===== src/rtl/clk_div_ctrl_if.sv =====
// Configuration handshake and divided-clock outputs of clk_div_ctrl.
// master = control side issuing configurations, slave = the controller itself.
interface clk_div_ctrl_if #(
    parameter int unsigned WIDTH = 32
);
    logic             cfg_valid;
    logic             cfg_ready;
    logic [WIDTH-1:0] cfg_div;
    logic             cfg_en;
    logic             clk_div;
    logic             tick;
    logic             busy;
    logic             cfg_err;

    modport master (
        output cfg_valid, cfg_div, cfg_en,
        input  cfg_ready, clk_div, tick, busy, cfg_err
    );

    modport slave (
        input  cfg_valid, cfg_div, cfg_en,
        output cfg_ready, clk_div, tick, busy, cfg_err
    );
endinterface


===== src/rtl/clk_div_ctrl.sv =====
// Run-time clock-divider controller: divisor/enable changes take effect only at
// full-period boundaries. Optional macro CLK_DIV_CTRL_ERR_EN rejects cfg_div==0.
module clk_div_ctrl #(
    parameter int unsigned WIDTH       = 32,
    parameter int unsigned DEFAULT_DIV = 25_000_000
) (
    input logic           clk,
    input logic           rst,
    clk_div_ctrl_if.slave ctrl
);
    localparam logic [WIDTH-1:0] RESET_DIV = WIDTH'(DEFAULT_DIV);
    localparam logic [WIDTH-1:0] ONE       = WIDTH'(1);

    typedef enum logic [1:0] {
        IDLE = 2'd0,
        RUN  = 2'd1,
        PEND = 2'd2
    } state_t;

    state_t           state, state_d;
    logic [WIDTH-1:0] count, count_d;
    logic [WIDTH-1:0] div, div_d;
    logic [WIDTH-1:0] div_next, div_next_d;
    logic             en_next, en_next_d;
    logic             clk_div_r, clk_div_d;
    logic             tick_r, tick_d;
    logic             err_r, err_d;

    logic             transfer;
    logic             accept;
    logic             cfg_zero;
    logic [WIDTH-1:0] cfg_div_eff;
    logic             wrap;

    always_ff @(posedge clk or posedge rst) begin
        if (rst) begin
            state     <= IDLE;
            count     <= '0;
            div       <= RESET_DIV;
            div_next  <= RESET_DIV;
            en_next   <= 1'b0;
            clk_div_r <= 1'b0;
            tick_r    <= 1'b0;
            err_r     <= 1'b0;
        end else begin
            state     <= state_d;
            count     <= count_d;
            div       <= div_d;
            div_next  <= div_next_d;
            en_next   <= en_next_d;
            clk_div_r <= clk_div_d;
            tick_r    <= tick_d;
            err_r     <= err_d;
        end
    end

    always_comb begin
        transfer = ctrl.cfg_valid && (state != PEND);
        cfg_zero = (ctrl.cfg_div == '0);
`ifdef CLK_DIV_CTRL_ERR_EN
        cfg_div_eff = ctrl.cfg_div;
        accept      = transfer && !cfg_zero;
        err_d       = transfer && cfg_zero;
`else
        cfg_div_eff = cfg_zero ? ONE : ctrl.cfg_div;
        accept      = transfer;
        err_d       = 1'b0;
`endif
        wrap = (count == (div - ONE));

        state_d    = state;
        count_d    = count;
        div_d      = div;
        div_next_d = div_next;
        en_next_d  = en_next;
        clk_div_d  = clk_div_r;
        tick_d     = 1'b0;

        case (state)
            IDLE: begin
                count_d   = '0;
                clk_div_d = 1'b0;
                if (accept) begin
                    div_d = cfg_div_eff;
                    if (ctrl.cfg_en) begin
                        state_d = RUN;
                    end
                end
            end

            RUN, PEND: begin
                if (wrap) begin
                    count_d   = '0;
                    clk_div_d = ~clk_div_r;
                    tick_d    = 1'b1;
                end else begin
                    count_d = count + ONE;
                end

                // A request accepted on a boundary still waits for the next 1->0 edge,
                // because the PEND check below only runs once state is already PEND.
                if (state == RUN) begin
                    if (accept) begin
                        div_next_d = cfg_div_eff;
                        en_next_d  = ctrl.cfg_en;
                        state_d    = PEND;
                    end
                end else if (wrap && clk_div_r) begin
                    div_d   = div_next;
                    state_d = en_next ? RUN : IDLE;
                end
            end

            default: begin
                state_d   = IDLE;
                count_d   = '0;
                clk_div_d = 1'b0;
            end
        endcase
    end

    assign ctrl.cfg_ready = (state != PEND);
    assign ctrl.busy      = (state != IDLE);
    assign ctrl.clk_div   = clk_div_r;
    assign ctrl.tick      = tick_r;
    assign ctrl.cfg_err   = err_r;
endmodule


===== src/flat_wrapper.sv =====
// flat-port wrapper written by rule: the top's interface ports become plain ports
module clk_div_ctrl_flat 
#(
    parameter int unsigned WIDTH       = 32,
    parameter int unsigned DEFAULT_DIV = 25_000_000
)
  (clk, rst, ctrl_cfg_valid, ctrl_cfg_div, ctrl_cfg_en, ctrl_cfg_ready, ctrl_clk_div, ctrl_tick, ctrl_busy, ctrl_cfg_err);
  clk_div_ctrl_if #(.WIDTH(WIDTH)) ctrl_i ();
  input logic clk;
  input logic rst;
  input wire logic [$bits(ctrl_i.cfg_valid)-1:0] ctrl_cfg_valid;
  input wire logic [$bits(ctrl_i.cfg_div)-1:0] ctrl_cfg_div;
  input wire logic [$bits(ctrl_i.cfg_en)-1:0] ctrl_cfg_en;
  output wire logic [$bits(ctrl_i.cfg_ready)-1:0] ctrl_cfg_ready;
  output wire logic [$bits(ctrl_i.clk_div)-1:0] ctrl_clk_div;
  output wire logic [$bits(ctrl_i.tick)-1:0] ctrl_tick;
  output wire logic [$bits(ctrl_i.busy)-1:0] ctrl_busy;
  output wire logic [$bits(ctrl_i.cfg_err)-1:0] ctrl_cfg_err;
  assign ctrl_i.cfg_valid = ctrl_cfg_valid;
  assign ctrl_i.cfg_div = ctrl_cfg_div;
  assign ctrl_i.cfg_en = ctrl_cfg_en;
  assign ctrl_cfg_ready = ctrl_i.cfg_ready;
  assign ctrl_clk_div = ctrl_i.clk_div;
  assign ctrl_tick = ctrl_i.tick;
  assign ctrl_busy = ctrl_i.busy;
  assign ctrl_cfg_err = ctrl_i.cfg_err;
  clk_div_ctrl #(.WIDTH(WIDTH), .DEFAULT_DIV(DEFAULT_DIV)) u_core (.clk(clk), .rst(rst), .ctrl(ctrl_i));
endmodule

===== config.mk =====
export PLATFORM = sky130hd
export DESIGN_NAME = clk_div_ctrl_flat
export DESIGN_NICKNAME = d
export VERILOG_FILES = /design/src/rtl/clk_div_ctrl_if.sv /design/src/rtl/clk_div_ctrl.sv /design/src/flat_wrapper.sv
export SDC_FILE = /design/constraint.sdc
export NUM_CORES = 1
export LEC_CHECK = 0
export CORE_ASPECT_RATIO = 1.1
export CORE_MARGIN = 8
export CORE_UTILIZATION = 40
export CTS_BUF_LIST = sky130_fd_sc_hd__clkbuf_8
export CTS_CLUSTER_SIZE = 10
export DETAILED_ROUTE_END_ITERATION = 16
export PLACE_DENSITY = 0.66
export SKIP_CTS_REPAIR_TIMING = 1
export SLEW_MARGIN = 0
export SYNTH_ARGS = -nofsm -noshare
export SYNTH_HDL_FRONTEND = slang
export SYNTH_SLANG_ARGS = --single-unit

===== constraint.sdc =====
create_clock -name clk -period 8.3 [get_ports clk]
set_input_delay 2.49 -clock clk [delete_from_list [all_inputs] [get_ports clk]]
set_output_delay 2.49 -clock clk [all_outputs]
set_load 0.02 [all_outputs]

==> results of run 1 <==
-- logic make-up (layout without fill, tap and decap cells) --
logic type / Yosys count / after routing / share of synthesized area (%)
compound gates: 111 / 111 / 14.4
xor+xnor: 67 / 67 / 9.73
fa+ha+maj: 6 / 6 / 1.24
buf+inv: 57 / 76 / 4.00
flops: 101 / 101 / 42.4
mux: 41 / 41 / 7.51
other cells: 1 / 1 / 0.0622
simple gates: 231 / 231 / 20.7
-- state kept, by name, indices dropped and copies added (netlist names) --
name,flops
u_core.ctrl.tick,1
u_core.div,32
u_core.count,32
u_core.state,2
u_core.en_next,1
u_core.div_next,32
u_core.ctrl.clk_div,1
-- cell type report --
type                    count  area (um^2)
repair buffers             45          435
well taps                 196          245
multi-input cells         457         3240
fillers                  1405         8140
inverters                  15         58.8
clock buffers               9          124
flip-flops and latches    101         2560
clock inverters             7         80.1
-- layout by cell type, fill, tap and decap left out, types with 5 or more instances in the layout --
cell type	count
nand3b_1	5
dfrtp_1	77
nor3_1	16
and3_1	13
dfstp_2	24
a2bb2oi_2	10
a21oi_1	13
nand3_1	20
a2bb2oi_1	21
or4_1	6
o22ai_1	33
nand2b_1	34
clkdlybuf4s50_1	39
xnor2_1	46
mux2i_1	7
mux2_2	34
inv_1	15
buf_4	6
clkbuf_8	9
nand4_1	14
o21ai_0	7
ha_1	5
nor2_1	67
nor4_1	15
nand2_1	19
xor2_1	21
-- power by group through the flow --
stage | Clock [uW] | Combinational [uW] | Sequential, uW
floorplan | 0 | 920 | 818
global placement | 0 | 1000 | 907
detailed placement | 0 | 1040 | 917
CTS | 346 | 1040 | 907
global route | 361 | 1140 | 941
finish | 338 | 1030 | 911
-- Yosys cell counts (all sizes together), types with 2 or more instances --
| library cell | number |
|---|---|
| mux2 | 34 |
| xnor2 | 46 |
| nand2b | 34 |
| o22ai | 33 |
| nor4 | 16 |
| a211oi | 3 |
| o211ai | 4 |
| and3 | 13 |
| a2bb2oi | 31 |
| a21oi | 13 |
| o21ai | 7 |
| a22oi | 2 |
| mux2i | 7 |
| a31oi | 2 |
| dfrtp | 77 |
| nand4 | 14 |
| or3 | 3 |
| nand2 | 19 |
| xor2 | 21 |
| buf | 8 |
| nand3 | 21 |
| clkbuf | 34 |
| ha | 6 |
| o31ai | 2 |
| and2 | 3 |
| a2111oi | 2 |
| nor3 | 18 |
| nor2b | 4 |
| o32a | 2 |
| nand3b | 5 |
| inv | 15 |
| and4 | 3 |
| nor2 | 67 |
| or4 | 7 |
| dfstp | 24 |
-- routing by layer --
layer  wire [um]  track usage (%)  up-vias
met5           0                0        -
met4         196             5.91        0
met3         500             2.38       12
met2        6650             25.1       78
met1        6670             20.0     2271
li1            -                -     2243
-- per-stage QoR --
stage / hold WS, ps / power, uW / setup WS (ps) / cell area (um^2) / util [%]
4_1_cts: 486 / 2290 / 3870 / 6740 / 45.3
2_1_floorplan: 441 / 1740 / 3200 / 6030 / -
3_3_place_gp: 456 / 1910 / 3770 / 6540 / 43.9
3_5_place_dp: 463 / 1950 / 3680 / 6540 / 43.9
5_1_grt: 512 / 2440 / 3670 / 6740 / 45.3
6_report: 481 / 2280 / 3890 / 6740 / 45.3
-- worst max-delay path, delay by kind of cell (launching register included) --
kind,cells,cell delay [ps]
buffers and inverters,1,360
DFF,1,480
AOI/OAI and AO/OA,3,690
and+or+nand+nor,6,2810
-- worst paths after layout --
path | to | slack, ps | cells past startpoint
max | u_core.div[22]$_DFFE_PP1P_ | 3890 | 10
min | u_core.div_next[0]$_DFFE_PP0P_ | 480 | 2
max reg2reg | u_core.div[22]$_DFFE_PP1P_ | 3890 | 10
min reg2reg | u_core.div_next[0]$_DFFE_PP0P_ | 480 | 2
max in group asynchronous | u_core.div[7]$_DFFE_PP0P_ | 4620 | 3
min in group asynchronous | u_core.count[11]$_DFF_PP0_ | 2480 | 2
==> qor.yml, run 1 <==
status: "completed"
drv_cap: 0
cts.sinks: 101
switchingPower_uw: 928
drive_gt1_share_pct: 15.5
grt_pass1_wl_um: 23800
startpoint: "u_core.div[10]$_DFFE_PP0P_"
p_comb_share_pct: 45.3
critPathMaxFanout: 35
synth-edff-count: 0
synth-seq-cells: 101
cp-start-kind: "register"
rsz0062_at_grt: "no"
routedWlPerCell_um: 16.9
place_congestion: 0.889
syn_to_final_growth_pct: 11.8
dr_total_vias: 4604
syn_avg_cell_area_um2: 9.81
dieArea_um2: 19300
io_buffers: 39
drc: 0
tritoncts: "done"
synthArstFlopShare_pct: 100
clock_skew_ps: 25.4
worstPathRequired_ps: 8630
worst_setup_path_end_kind: "register"
ir_worst_vdd_mv: 0.483
path_cells: "or4_4 > or4_1 > or4_1 > a21oi_1 > nand4_1 > nor4_4 > nand3_4 > a21boi_2 > buf_4 > a2bb2oi_1"
io_pins: 41
path_clk_slew_ps: 100
vias_per_cell: 5.55
cts-root-buf: "clkbuf_8"
antenna_found_initial: 0
firstDrtPassIters: 4
synth_cells: 615
slew_viol_final: 0
finalSetupTns_ps: 0
tightest_slew_ps: 1010
yosysUniqueCellTypes: 59
max_freq_ghz: 0.227
synth_area_leaders: "dfrtp_1 32%, dfstp_2 10%, xnor2_1 6.7%"
htreeDepth: 3
synth_nets: 657
rows: 47
crit_top_cell: "or4_1"
arrival_ps: 4740
antenna_left: 0
antenna_cells: 0
cpPeakStageDelay_ps: 580
leakage_uw: 0.00254
slowest_stage: "or4_4"
die_y_um: 145
dp_hpwl_um: 10200
grt_max_degree: 71
layout_min_cycle_time_ps: 4410
p_seq_share_pct: 39.9
yosysTopAreaCell: "dfrtp_1"
relSlewSlack_pct: 32.2
p_clk_share_pct: 14.8
synth_top_area_share_pct: 31.9
grt_use_total_pct: 15.3
grt_pass1_vias: 4613
die_x_um: 133
synth_area_um2: 6030
power-per-cell-area_nw_per_um2: 338
dr.first_iter.drc_count: 283
fin_crit_sh_pct: 53.2
rr_startpoint: "u_core.div[10]$_DFFE_PP0P_"
coreArea_um2: 14900
p_int_uw: 1350
layout.cells.non_filler: 830
worstSetupPathType: "register to register"
synth_warnings: 0
cts.path.max_buffers: 2
overflow: 0
setup-violations-final: 0
nets: 671
synth-seq-area-share_pct: 42.4
ys.flop_type: "dfrtp_1"
start_util_pct: 40.6
hp-class: "register to register"
insertion_delay_ps: 400
place_inst: 814
p_sw_share_pct: 40.7
cts_made_buffers: 9
wirelength_um: 14000
hold_start: "u_core.div_next[0]$_DFFE_PP0P_"
hold_viol_final: 0
Power figures use the tool's default switching activity.
==> run 2, diff against run 1 <==
--- a/config.mk
+++ b/config.mk
@@ -11,7 +11,7 @@
 export CTS_BUF_LIST = sky130_fd_sc_hd__clkbuf_8
 export CTS_CLUSTER_SIZE = 10
 export DETAILED_ROUTE_END_ITERATION = 16
-export PLACE_DENSITY = 0.66
+export PLACE_DENSITY = 0.68
 export SKIP_CTS_REPAIR_TIMING = 1
 export SLEW_MARGIN = 0
 export SYNTH_ARGS = -nofsm -noshare
==> constraint.sdc (replaced) <==
create_clock -name clk -period 3.8 [get_ports clk]
set_input_delay 1.14 -clock clk [delete_from_list [all_inputs] [get_ports clk]]
set_output_delay 1.14 -clock clk [all_outputs]
set_load 0.02 [all_outputs]
==> run 2 against run 1 <==
Compared with the run above: die area unchanged; combinational power up 130%; critical path depth unchanged; power up 120%; first-iteration DRC count down 34%; via count up 4.7%; count of clock-buffer cells in the layout unchanged; non-clock buffer count up 13; fmax up 24%; worst setup slack worse by 3600 ps; clock skew down 6.4 ps; register-to-register slack worse by 3600 ps; critical path type unchanged.
==> qor.yml, run 2 (synthesized netlist as in run 1, its figures left out) <==
status: "completed"
path_clk_slew_ps: 110
max_freq_ghz: 0.281
cts.sinks: 101
slew_viol_final: 0
rrSetupSlack_ps: 240
antenna_found_initial: 0
worstPathRequired_ps: 4070
critPathMaxFanout: 33
worstSetupPathType: "register to register"
grt_use_total_pct: 15.2
layout_min_cycle_time_ps: 3560
io_pins: 41
setup-violations-final: 0
drc: 0
hp-class: "register to register"
rows: 47
finalSetupTns_ps: 0
antenna_left: 0
nets: 684
wirelength_um: 14500
dieArea_um2: 19300
power-per-cell-area_nw_per_um2: 736
arrival_ps: 3840
place_inst: 827
grt_pass1_wl_um: 24100
ir_worst_vdd_mv: 0.673
routedWlPerCell_um: 17.2
drive_gt1_share_pct: 17.3
cts.path.max_buffers: 2
start_util_pct: 40.6
fill_cells: 1392
tightest_slew_ps: 688
final_common_cell: "dfrtp_1"
die_x_um: 133
crit_top_cell: "or4_1"
overflow: 0
rsz0062_at_grt: "no"
cp-start-kind: "register"
holdPathStages: 2
total_power_uw: 5050
firstDrtPassIters: 5
path_cells: "or4_4 > or4_1 > or4_1 > a21oi_1 > nand4_1 > nor4_4 > nand3_4 > buf_4 > o22ai_1 > a2bb2oi_2"
antenna_cells: 0
syn_to_final_growth_pct: 13.7
cpPeakStageDelay_ps: 580
slowest_stage: "or4_4"
fin_crit_sh_pct: 93.8
drv_cap: 0
relSlewSlack_pct: 54.2
tritoncts: "done"
insertion_delay_ps: 380
hold_start: "u_core.div_next[0]$_DFFE_PP0P_"
largestRegisters: "u_core.count (32), u_core.div (32), u_core.div_next (32)"
hold_viol_final: 0
coreArea_um2: 14900
io_buffers: 39
cts_made_buffers: 9
leakage_uw: 0.00260
dr.first_iter.drc_count: 188
layout_common_cells: "77 x dfrtp_1, 67 x nor2_1, 46 x xnor2_1"
cts-root-buf: "clkbuf_8"
multi_input_area_um2: 3240
clock_skew_ps: 19.0
vias_per_cell: 5.72
dp_hpwl_um: 10700
startpoint: "u_core.div[10]$_DFFE_PP0P_"
grt_pass1_vias: 4764
htreeDepth: 3
worst_setup_path_end_kind: "register"
r2r_cells: 10
die_y_um: 145
layout.cells.non_filler: 843
final_util_pct: 46.1
seqCellArea_um2: 2560
dr_total_vias: 4822
grt_max_degree: 63
rr_startpoint: "u_core.div[10]$_DFFE_PP0P_"
place_congestion: 0.887
[run 2: cell types whose count changed in the layout (fill, tap and decap cells not counted)]
cell | before | now
buf_12 | 0 | 2
buf_4 | 6 | 17
bufinv_16 | 1 | 0
clkinv_2 | 0 | 1
clkinv_8 | 0 | 2
inv_1 | 15 | 14
inv_6 | 3 | 2
[run 2: cell type report]
cell class,instances,share of cell area [%]
Multi-Input combinational cell,457,47.3
Sequential cell,101,37.3
Clock inverter,7,1.09
Tap cell,196,3.57
Clock buffer,9,1.81
Timing Repair Buffer,58,8.13
Inverter,15,0.857
[run 2: final timing paths]
kind / end
setup / recovery: u_core.div[1]$_DFFE_PP0P_
hold / removal: u_core.div_next[0]$_DFFE_PP0P_
setup reg to reg: u_core.div[1]$_DFFE_PP0P_
hold reg to reg: u_core.div_next[0]$_DFFE_PP0P_
max in group asynchronous: u_core.div_next[14]$_DFFE_PP1P_
min in group asynchronous: u_core.count[9]$_DFF_PP0_
[run 2: worst max-delay path, delay by kind of cell, from the launching register on]
family / cells / cell delay [ps]
and+or+nand+nor: 6 / 2220
AOI/OAI and AO/OA: 3 / 500
DFF: 1 / 470
buffers and inverters: 1 / 270
[run 2: report_power, final]
part | leakage [uW] | internal, uW | switching (uW) | total, uW
Sequential | 0.00122 | 1560 | 442 | 2000
Clock | 0.000102 | 259 | 425 | 684
Combinational | 0.00128 | 1170 | 1200 | 2370
Total | 0.00260 | 2980 | 2070 | 5050
[run 2: metal layers]
| metal | global-route usage [%] | up-vias | wire length (um) |
|---|---|---|---|
| met1 | 19.4 | 2402 | 6550 |
| met3 | 2.24 | 19 | 634 |
| li1 | - | 2282 | - |
| met5 | 0 | - | 0 |
| met4 | 5.56 | 0 | 309 |
| met2 | 25.9 | 119 | 6980 |
[run 2: metrics by stage]
stage,hold WS (ps),setup slack [ps],instance area [um^2]
floorplan,441,52.6,6030
global placement,461,329,6660
detailed placement,475,246,6660
CTS,502,225,6860
global route,516,39.6,6860
finish,499,237,6860
